<file path="src/rtl/rvtu_mem_arbiter_pkg.sv">
// ----------------------------------------------------------------------------
// rvtu_arb_pkg
// Shared types and defaults for the RVTU memory arbiter slice.
//   arb_state_t  : arbiter sequencing states
//   DEF_ARB_W    : default beat width
//   DEF_BURSTS   : default data beats per transaction
//   burst_w()    : beat-counter width helper ($clog2, never below 1 bit)
// ----------------------------------------------------------------------------
package rvtu_arb_pkg;

   localparam int DEF_ARB_W  = 32;
   localparam int DEF_BURSTS = 4;

   typedef enum logic [2:0] {
      ST_IDLE  = 3'd0,
      ST_ISSUE = 3'd1,
      ST_ADDR  = 3'd2,
      ST_WBEAT = 3'd3,
      ST_RBEAT = 3'd4
   } arb_state_t;

   // A single-beat burst still needs a 1-bit counter to stay legal.
   function automatic int burst_w(input int bursts);
      return (bursts > 1) ? $clog2(bursts) : 1;
   endfunction

   localparam int DEF_BURST_W = burst_w(DEF_BURSTS);

endpackage

</file>
<file path="src/rtl/rvtu_mem_arbiter_if.sv">
// ----------------------------------------------------------------------------
// rvtu_mem_arbiter_if
// Requester-side and M3U-side serialized bus of the RVTU memory arbiter.
//   req_read/req_write   per-requester request, held until req_ack
//   req_ack              one-cycle grant acknowledge
//   req_wdata            per-requester address/write-data beat
//   req_rdata            read beat broadcast to all requesters
//   req_rdata_valid      read beat valid, granted requester only
//   mem_read/mem_write   downstream request, held until mem_ack
//   mem_ack              downstream acknowledge
//   mem_wdata            downstream address/write-data beat
//   mem_rdata(_valid)    downstream read beat
// Modports: slave = arbiter view, master = requesters + memory view.
// ----------------------------------------------------------------------------
interface rvtu_mem_arbiter_if
   import rvtu_arb_pkg::*;
#(
   parameter int NUM_REQ = 4,
   parameter int ARB_W   = DEF_ARB_W
);

   logic [NUM_REQ-1:0]            req_read;
   logic [NUM_REQ-1:0]            req_write;
   logic [NUM_REQ-1:0]            req_ack;
   logic [NUM_REQ-1:0][ARB_W-1:0] req_wdata;
   logic [ARB_W-1:0]              req_rdata;
   logic [NUM_REQ-1:0]            req_rdata_valid;

   logic                          mem_read;
   logic                          mem_write;
   logic                          mem_ack;
   logic [ARB_W-1:0]              mem_wdata;
   logic [ARB_W-1:0]              mem_rdata;
   logic                          mem_rdata_valid;

   modport slave (
      input  req_read, req_write, req_wdata, mem_ack, mem_rdata, mem_rdata_valid,
      output req_ack, req_rdata, req_rdata_valid, mem_read, mem_write, mem_wdata
   );

   modport master (
      output req_read, req_write, req_wdata, mem_ack, mem_rdata, mem_rdata_valid,
      input  req_ack, req_rdata, req_rdata_valid, mem_read, mem_write, mem_wdata
   );

endinterface

</file>
<file path="src/rtl/rvtu_mem_arbiter_rr_picker.sv">
// ----------------------------------------------------------------------------
// rvtu_rr_picker
// Combinational round-robin priority encoder: returns the first set bit of
// pend at or after rr_ptr, wrapping cyclically.
//   pend    in  NUM_REQ  pending request vector
//   rr_ptr  in  IDX_W    highest-priority position
//   any     out 1        at least one request pending
//   idx     out IDX_W    selected requester (0 when none pending)
// ----------------------------------------------------------------------------
module rvtu_rr_picker
   import rvtu_arb_pkg::*;
#(
   parameter  int NUM_REQ = 4,
   localparam int IDX_W   = $clog2(NUM_REQ)
) (
   input  logic [NUM_REQ-1:0] pend,
   input  logic [IDX_W-1:0]   rr_ptr,
   output logic               any,
   output logic [IDX_W-1:0]   idx
);

   int w_pos;

   // NOTE: every output of a combinational block gets a default first so no
   // path through the block leaves it unassigned, which would infer a latch.
   always_comb begin
      any   = |pend;
      idx   = '0;
      w_pos = 0;
      // Walk offsets from farthest to nearest so the nearest pending
      // requester at or after rr_ptr is the last (winning) assignment.
      for (int k = NUM_REQ - 1; k >= 0; k--) begin
         w_pos = int'(rr_ptr) + k;
         if (w_pos >= NUM_REQ) begin
            w_pos = w_pos - NUM_REQ;
         end
         if (pend[w_pos]) begin
            idx = IDX_W'(w_pos);
         end
      end
   end

endmodule

</file>
<file path="src/rtl/rvtu_mem_arbiter.sv">
// ----------------------------------------------------------------------------
// rvtu_mem_arbiter
// Shares one serialized M3U memory port among NUM_REQ RVTU-pair requesters.
// Round-robin grant, then sequences request/ack, one address beat and BURSTS
// write or read beats, steering each beat to/from the granted requester.
//   clk          in   clock
//   rst_n        in   asynchronous active-low reset
//   bus          slave modport of rvtu_mem_arbiter_if (requester + M3U bus)
//   busy         out  high in any state other than IDLE
//   grant_id     out  current/last granted requester
//   timeout_err  out  sticky read-return timeout (RVTU_ARB_TIMEOUT_EN only)
// Optional feature macro: RVTU_ARB_TIMEOUT_EN adds a read-return watchdog of
// TIMEOUT_CYC idle cycles that completes the burst with zero beats.
// ----------------------------------------------------------------------------
module rvtu_mem_arbiter
   import rvtu_arb_pkg::*;
#(
   parameter  int NUM_REQ     = 4,
   parameter  int ARB_W       = DEF_ARB_W,
   parameter  int BURSTS      = DEF_BURSTS,
   parameter  int TIMEOUT_CYC = 1023,
   localparam int IDX_W       = $clog2(NUM_REQ)
) (
   input  logic               clk,
   input  logic               rst_n,
   rvtu_mem_arbiter_if.slave  bus,
   output logic               busy,
   output logic [IDX_W-1:0]   grant_id
`ifdef RVTU_ARB_TIMEOUT_EN
   ,
   output logic               timeout_err
`endif
);

   localparam int BEAT_W = burst_w(BURSTS);

   arb_state_t          r_state;
   arb_state_t          w_next_state;
   logic [IDX_W-1:0]    r_grant_id;
   logic                r_is_read;
   logic                r_mem_read;
   logic                r_mem_write;
   logic [BEAT_W-1:0]   r_beat_ctr;
   logic [IDX_W-1:0]    r_rr_ptr;

   logic                w_any;
   logic [IDX_W-1:0]    w_idx;
   logic                w_beat_last;
   logic                w_rbeat_fire;
   logic                w_synth;
   logic [IDX_W-1:0]    w_rr_next;

   logic [NUM_REQ-1:0]  w_req_ack;
   logic [NUM_REQ-1:0]  w_rdata_valid;
   logic [ARB_W-1:0]    w_rdata;
   logic [ARB_W-1:0]    w_mem_wdata;

   rvtu_rr_picker #(.NUM_REQ(NUM_REQ)) u_picker (
      .pend   (bus.req_read | bus.req_write),
      .rr_ptr (r_rr_ptr),
      .any    (w_any),
      .idx    (w_idx)
   );

   assign w_beat_last  = (r_beat_ctr == BEAT_W'(BURSTS - 1));
   assign w_rbeat_fire = bus.mem_rdata_valid | w_synth;
   assign w_rr_next    = (r_grant_id == IDX_W'(NUM_REQ - 1)) ? '0 : r_grant_id + 1'b1;

   // -------------------------------------------------------------------------
   // Read-return watchdog
   // -------------------------------------------------------------------------
`ifdef RVTU_ARB_TIMEOUT_EN
   localparam int WAIT_W = $clog2(TIMEOUT_CYC + 1);

   logic [WAIT_W-1:0] r_wait_ctr;
   logic              r_timeout_err;

   // Once the limit is reached the counter parks there, so the rest of the
   // burst is synthesized even if a late real beat shows up.
   assign w_synth = (r_state == ST_RBEAT) && (r_wait_ctr == WAIT_W'(TIMEOUT_CYC));

   always_ff @(posedge clk or negedge rst_n) begin
      if (!rst_n) begin
         r_wait_ctr    <= '0;
         r_timeout_err <= 1'b0;
      end else begin
         if (r_state != ST_RBEAT) begin
            r_wait_ctr <= '0;
         end else if (!w_synth) begin
            r_wait_ctr <= bus.mem_rdata_valid ? '0 : r_wait_ctr + 1'b1;
         end
         if (w_synth) begin
            r_timeout_err <= 1'b1;
         end
      end
   end

   assign timeout_err = r_timeout_err;
`else
   assign w_synth = 1'b0;
`endif

   // -------------------------------------------------------------------------
   // FSM: state register
   // -------------------------------------------------------------------------
   // NOTE: sequential state uses non-blocking assignments so every flop
   // samples pre-edge values regardless of block ordering.
   always_ff @(posedge clk or negedge rst_n) begin
      if (!rst_n) begin
         r_state <= ST_IDLE;
      end else begin
         r_state <= w_next_state;
      end
   end

   // -------------------------------------------------------------------------
   // FSM: next-state logic
   // -------------------------------------------------------------------------
   always_comb begin
      w_next_state = r_state;
      unique case (r_state)
         ST_IDLE:  if (w_any)        w_next_state = ST_ISSUE;
         ST_ISSUE: if (bus.mem_ack)  w_next_state = ST_ADDR;
         ST_ADDR:  w_next_state = r_is_read ? ST_RBEAT : ST_WBEAT;
         ST_WBEAT: if (w_beat_last)  w_next_state = ST_IDLE;
         ST_RBEAT: if (w_rbeat_fire && w_beat_last) w_next_state = ST_IDLE;
         default:  w_next_state = ST_IDLE;
      endcase
   end

   // -------------------------------------------------------------------------
   // FSM: outputs (beat steering)
   // -------------------------------------------------------------------------
   always_comb begin
      w_req_ack     = '0;
      w_rdata_valid = '0;
      w_rdata       = bus.mem_rdata;
      w_mem_wdata   = '0;
      if (r_state != ST_IDLE) begin
         w_mem_wdata = bus.req_wdata[r_grant_id];
      end
      if (r_state == ST_ISSUE) begin
         w_req_ack[r_grant_id] = bus.mem_ack;
      end
      if (r_state == ST_RBEAT) begin
         w_rdata_valid[r_grant_id] = w_rbeat_fire;
         if (w_synth) begin
            w_rdata = '0;
         end
      end
   end

   assign bus.req_ack         = w_req_ack;
   assign bus.req_rdata       = w_rdata;
   assign bus.req_rdata_valid = w_rdata_valid;
   assign bus.mem_wdata       = w_mem_wdata;
   assign bus.mem_read        = r_mem_read;
   assign bus.mem_write       = r_mem_write;
   assign busy                = (r_state != ST_IDLE);
   assign grant_id            = r_grant_id;

   // -------------------------------------------------------------------------
   // Grant, operation, beat counter and round-robin pointer
   // -------------------------------------------------------------------------
   always_ff @(posedge clk or negedge rst_n) begin
      if (!rst_n) begin
         r_grant_id  <= '0;
         r_is_read   <= 1'b0;
         r_mem_read  <= 1'b0;
         r_mem_write <= 1'b0;
         r_beat_ctr  <= '0;
         r_rr_ptr    <= '0;
      end else begin
         unique case (r_state)
            ST_IDLE: begin
               if (w_any) begin
                  // A requester asserting both read and write is served as a read.
                  r_grant_id  <= w_idx;
                  r_is_read   <= bus.req_read[w_idx];
                  r_mem_read  <= bus.req_read[w_idx];
                  r_mem_write <= ~bus.req_read[w_idx];
               end
            end
            ST_ISSUE: begin
               if (bus.mem_ack) begin
                  r_mem_read  <= 1'b0;
                  r_mem_write <= 1'b0;
               end
            end
            ST_ADDR: begin
               r_beat_ctr <= '0;
            end
            ST_WBEAT: begin
               r_beat_ctr <= r_beat_ctr + 1'b1;
               if (w_beat_last) begin
                  r_rr_ptr <= w_rr_next;
               end
            end
            ST_RBEAT: begin
               if (w_rbeat_fire) begin
                  r_beat_ctr <= r_beat_ctr + 1'b1;
                  if (w_beat_last) begin
                     r_rr_ptr <= w_rr_next;
                  end
               end
            end
            default: ;
         endcase
      end
   end

   // The granted request must stay up for the whole ISSUE phase.
   a_req_held_until_ack: assert property (
      @(posedge clk) disable iff (!rst_n)
      (r_state == ST_ISSUE) |-> (bus.req_read[r_grant_id] | bus.req_write[r_grant_id])
   );

endmodule

</file>
<file path="src/flat_wrapper.sv">
// flat-port wrapper written by rule: the top's interface ports become plain ports
module rvtu_mem_arbiter_flat import rvtu_arb_pkg::*;
#(
   parameter  int NUM_REQ     = 4,
   parameter  int ARB_W       = DEF_ARB_W,
   parameter  int BURSTS      = DEF_BURSTS,
   parameter  int TIMEOUT_CYC = 1023,
   localparam int IDX_W       = $clog2(NUM_REQ)
)
  (clk, rst_n, busy, grant_id, bus_req_read, bus_req_write, bus_req_wdata, bus_mem_ack, bus_mem_rdata, bus_mem_rdata_valid, bus_req_ack, bus_req_rdata, bus_req_rdata_valid, bus_mem_read, bus_mem_write, bus_mem_wdata);
  rvtu_mem_arbiter_if #(.NUM_REQ(NUM_REQ), .ARB_W(ARB_W)) bus_i ();
  input  logic clk;
  input  logic rst_n;
  output logic busy;
  output logic [IDX_W-1:0] grant_id;
  input wire logic [$bits(bus_i.req_read)-1:0] bus_req_read;
  input wire logic [$bits(bus_i.req_write)-1:0] bus_req_write;
  input wire logic [$bits(bus_i.req_wdata)-1:0] bus_req_wdata;
  input wire logic [$bits(bus_i.mem_ack)-1:0] bus_mem_ack;
  input wire logic [$bits(bus_i.mem_rdata)-1:0] bus_mem_rdata;
  input wire logic [$bits(bus_i.mem_rdata_valid)-1:0] bus_mem_rdata_valid;
  output wire logic [$bits(bus_i.req_ack)-1:0] bus_req_ack;
  output wire logic [$bits(bus_i.req_rdata)-1:0] bus_req_rdata;
  output wire logic [$bits(bus_i.req_rdata_valid)-1:0] bus_req_rdata_valid;
  output wire logic [$bits(bus_i.mem_read)-1:0] bus_mem_read;
  output wire logic [$bits(bus_i.mem_write)-1:0] bus_mem_write;
  output wire logic [$bits(bus_i.mem_wdata)-1:0] bus_mem_wdata;
  assign bus_i.req_read = bus_req_read;
  assign bus_i.req_write = bus_req_write;
  assign bus_i.req_wdata = bus_req_wdata;
  assign bus_i.mem_ack = bus_mem_ack;
  assign bus_i.mem_rdata = bus_mem_rdata;
  assign bus_i.mem_rdata_valid = bus_mem_rdata_valid;
  assign bus_req_ack = bus_i.req_ack;
  assign bus_req_rdata = bus_i.req_rdata;
  assign bus_req_rdata_valid = bus_i.req_rdata_valid;
  assign bus_mem_read = bus_i.mem_read;
  assign bus_mem_write = bus_i.mem_write;
  assign bus_mem_wdata = bus_i.mem_wdata;
  rvtu_mem_arbiter #(.NUM_REQ(NUM_REQ), .ARB_W(ARB_W), .BURSTS(BURSTS), .TIMEOUT_CYC(TIMEOUT_CYC)) u_core (.clk(clk), .rst_n(rst_n), .bus(bus_i), .busy(busy), .grant_id(grant_id));
endmodule
</file>
<file path="config.mk">
export PLATFORM = sky130hd
export DESIGN_NAME = rvtu_mem_arbiter_flat
export DESIGN_NICKNAME = d
export VERILOG_FILES = /design/src/rtl/rvtu_mem_arbiter_pkg.sv /design/src/rtl/rvtu_mem_arbiter_if.sv /design/src/rtl/rvtu_mem_arbiter_rr_picker.sv /design/src/rtl/rvtu_mem_arbiter.sv /design/src/flat_wrapper.sv
export SDC_FILE = /design/constraint.sdc
export NUM_CORES = 1
export LEC_CHECK = 0
export ABC_CLOCK_PERIOD_IN_PS = 2950
export CORE_AREA = 2 2 96 98
export CTS_BUF_LIST = sky130_fd_sc_hd__clkbuf_8
export CTS_CLUSTER_SIZE = 8
export DETAILED_ROUTE_END_ITERATION = 12
export DIE_AREA = 0 0 98 100
export DONT_BUFFER_PORTS = 1
export PLACE_DENSITY_LB_ADDON = 0.15
export RECOVER_POWER = 25
export SLEW_MARGIN = 5
export SYNTH_ARGS = -nofsm -noshare
export SYNTH_HDL_FRONTEND = slang
export SYNTH_SLANG_ARGS = --single-unit
</file>
<file path="constraint.sdc">
create_clock -name clk -period 2.95 [get_ports clk]
set_input_delay 0.295 -clock clk [delete_from_list [all_inputs] [get_ports clk]]
set_output_delay 0.295 -clock clk [all_outputs]
set_load 0.01 [all_outputs]
</file>
==> metrics.txt <==
Yosys top cell area share=between 30% and 40%; first-pass GRT wire length=8940 um; Port Buffers=0; Routed Antenna Nets=0; met2 usage=18.6%; net count after synthesis=around 390; DRC=0; clock sink count=12; worst slew pin tran=0.883 ns; Routed wire per std cell=roughly 23 um; CTS resizes=0; global placement routability congestion=0.768; Arr. time, crit path=between 1.5 and 2 ns; DRT Wirelength=6600 um; setup ws final=roughly 0.7 ns; IO Count=between 200 and 250; vias in the first global route=~1500; Clock Skew=between 0.001 and 0.0015 ns; max-cap violations=0; clock-pin slew on the worst setup and hold paths=0.06 ns; CP Capture Type=output pin; Hold Vio Cnt, Final=0; Yosys top cell by area=mux4_2; # setup viols final=0; FMAX=0.445 GHz; run status=finished, final reports clean; register area share after synthesis=between 10% and 20%; H-tree depth=1; final slew viol count=0; HPWL after DPL=approximately 5600 um; CTS tree=done; synth top area cells=mux4_2, dfrtp_1, buf_4, nor2b_1, ha_1; clock latency on the worst-skew pair=0.24 ns; Ys Warns=0; total CTS buffers=3; min Tclk post-route=around 2.2 ns; Int Power=between 1000 and 1500 uW; Logic pwr share=66.0%; Seq cells post-synth=12; pre-CTS setup slack=roughly 0.91 ns; ant diodes=0; Via density=approximately 5.4; Mapped Area=around 2100 sq um; Die H=around 100 um; Reg power frac=25.1%; NumNets Final=350; Critical Path RT=around 2.7 ns; Site Rows=35; GR Layer Usage met1=roughly 15%; Tot Pwr=just over 2000 uW; drt pass-1 iters=4; syn avg cell area=roughly 10 sq um; Syn Inst Count=approximately 210; Tot GR Track Use=a little under an eighth; Post-CTS Setup Inserts=0; startpoint types=register; static leakage=around 0.00071 uW; pwr/cell area=a little under 1000 nW/um^2; Iteration-0 DRC Markers=25; CTS max path bufs=2; Core ar.=about 9000 sq um; via count=approximately 1500; share of cells above drive strength 1=a little under a third; Clock power frac=8.9%; setup TNS=0 ns; Max FO, Critical Path=24; CTS Root Cell=clkbuf_8; Psw=979 uW; initial antenna violation count=0; crit share post-route=around 76%; met3 Usage GRT=approximately 3.8%; Die ar.=9800 sq um; Setup CP Type=register to output pin; Switching Share=roughly half; Hold WC Path Type=primary input to register; initial core utilization=about a quarter; Hold Buf Count CTS=1; Area growth, synth to finish=-3.64%; width of the die=98 um; synth unique cells=approximately 40; global route overflow=0; largest net degree at the start of global routing=38; Peak supply drop=a little under 0.4 mV; unrepaired setup endpoints after global routing=false; Rel. slew slack=41.1%; global route hottest layer=met2
==> state kept, by name, summed over array words and instances (netlist names) <==
name                  flops
u_core.r_beat_ctr         2
u_core.r_is_read          1
u_core.grant_id           2
u_core.bus.mem_read       1
u_core.bus.mem_write      1
u_core.r_state            3
u_core.r_rr_ptr           2
==> stage by stage <==
step / cell area (sq um) / std cells / utilization [%] / hold WS, ns
floorplan: 2130 / 211 / - / -0.000591
global placement: 1990 / 278 / 22.4 / -0.000277
detailed placement: 1990 / 278 / 22.4 / -0.000268
CTS: 2060 / 283 / 23.1 / 0.291
global route: 2060 / 283 / 23.1 / 0.309
finish: 2060 / 283 / 23.1 / 0.297
==> power groups by stage <==
stage | Combinational [uW] | Sequential [uW] | Clock (uW)
after floorplan | 1360 | 320 | 0
after global placement | 1350 | 520 | 0
after detailed placement | 1340 | 519 | 0
after CTS | 1360 | 514 | 188
after global routing | 1460 | 542 | 198
final | 1330 | 506 | 180
==> metal layers <==
metal | share of wire, % | routed length (um)
met3 | 10 | 678
met2 | 48 | 3190
met4 | 1.9 | 123
met1 | 39 | 2600
met5 | 0 | 0
==> cell families (layout without fill, tap and decap cells) <==
logic type / Yosys count / count (layout) / share of synthesized area [%]
buffers and inverters: 52 / 13 / 15.7
and+or+nand+nor: 77 / 77 / 21.5
AOI/OAI and AO/OA: 28 / 28 / 9.62
DFF: 12 / 12 / 14.1
muxes: 37 / 37 / 36.2
adders and majority gates: 5 / 5 / 2.93
==> layout make-up <==
type | instances | area [sq um]
flip-flops and latches | 12 | 303
fillers | 950 | 6830
multi-input cells | 147 | 1500
repair buffers | 3 | 37.5
inverters | 6 | 22.5
clock buffers | 4 | 55.1
well taps | 111 | 139
==> worst paths after layout <==
path / startpoint / end / slack [ns] / cells past startpoint
setup / recovery: u_core.grant_id[0]$_DFFE_PN0P_ / bus_mem_wdata[21] / 0.70 / 3
hold / removal: bus_mem_rdata_valid / u_core.r_state[2]$_DFFE_PN0P_ / 0.30 / 3
setup reg to reg: u_core.grant_id[1]$_DFFE_PN0P_ / u_core.r_rr_ptr[1]$_DFFE_PN0P_ / 1.15 / 3
hold reg to reg: u_core.r_is_read$_DFFE_PN0P_ / u_core.r_state[2]$_DFFE_PN0P_ / 0.54 / 2
max in group asynchronous: rst_n / u_core.grant_id[0]$_DFFE_PN0P_ / 2.06 / 1
min in group asynchronous: rst_n / u_core.bus.mem_read$_DFFE_PN0P_ / 0.49 / 1
==> critical path, stage by stage, from the launching register on <==
cell and delay, ns:
dfrtp_2 0.70, buf_12 0.28, mux4_2 0.53, nor2b_1 0.19
==> synth_stat cells, drive strengths merged <==
cell type   n
mux2i       3
a221oi      1
buf        40
a21boi      1
nand2      11
o41ai       1
a211o       2
ha          5
nor3        5
nor4        1
a2bb2oi     1
o211ai      1
o21ai       4
nand3b      2
o21bai      1
mux2        2
nand3       1
dfrtp      12
mux4       32
nor2b      34
inv         6
and2        8
a21oi       8
clkbuf      6
nor4b       1
nor2        8
or2         3
a211oi      3
a21o        2
o31ai       3
nand2b      3
==> cell usage in the layout, fill, tap and decap left out, types with 2 or more instances in the layout <==
cell / instances
dfrtp_1: 10
a21oi_1: 7
dfrtp_2: 2
nand3b_1: 2
nor2_1: 8
a211oi_1: 2
mux4_2: 32
mux2i_1: 3
nand2b_1: 3
a21o_1: 2
o31ai_1: 3
nor2b_1: 34
nor3_2: 2
inv_1: 6
mux2_2: 2
and2_1: 8
o21ai_0: 3
nand2_1: 10
ha_1: 5
clkbuf_8: 4
nor3_1: 2
a211o_1: 2
Power figures use the tool's default switching activity.
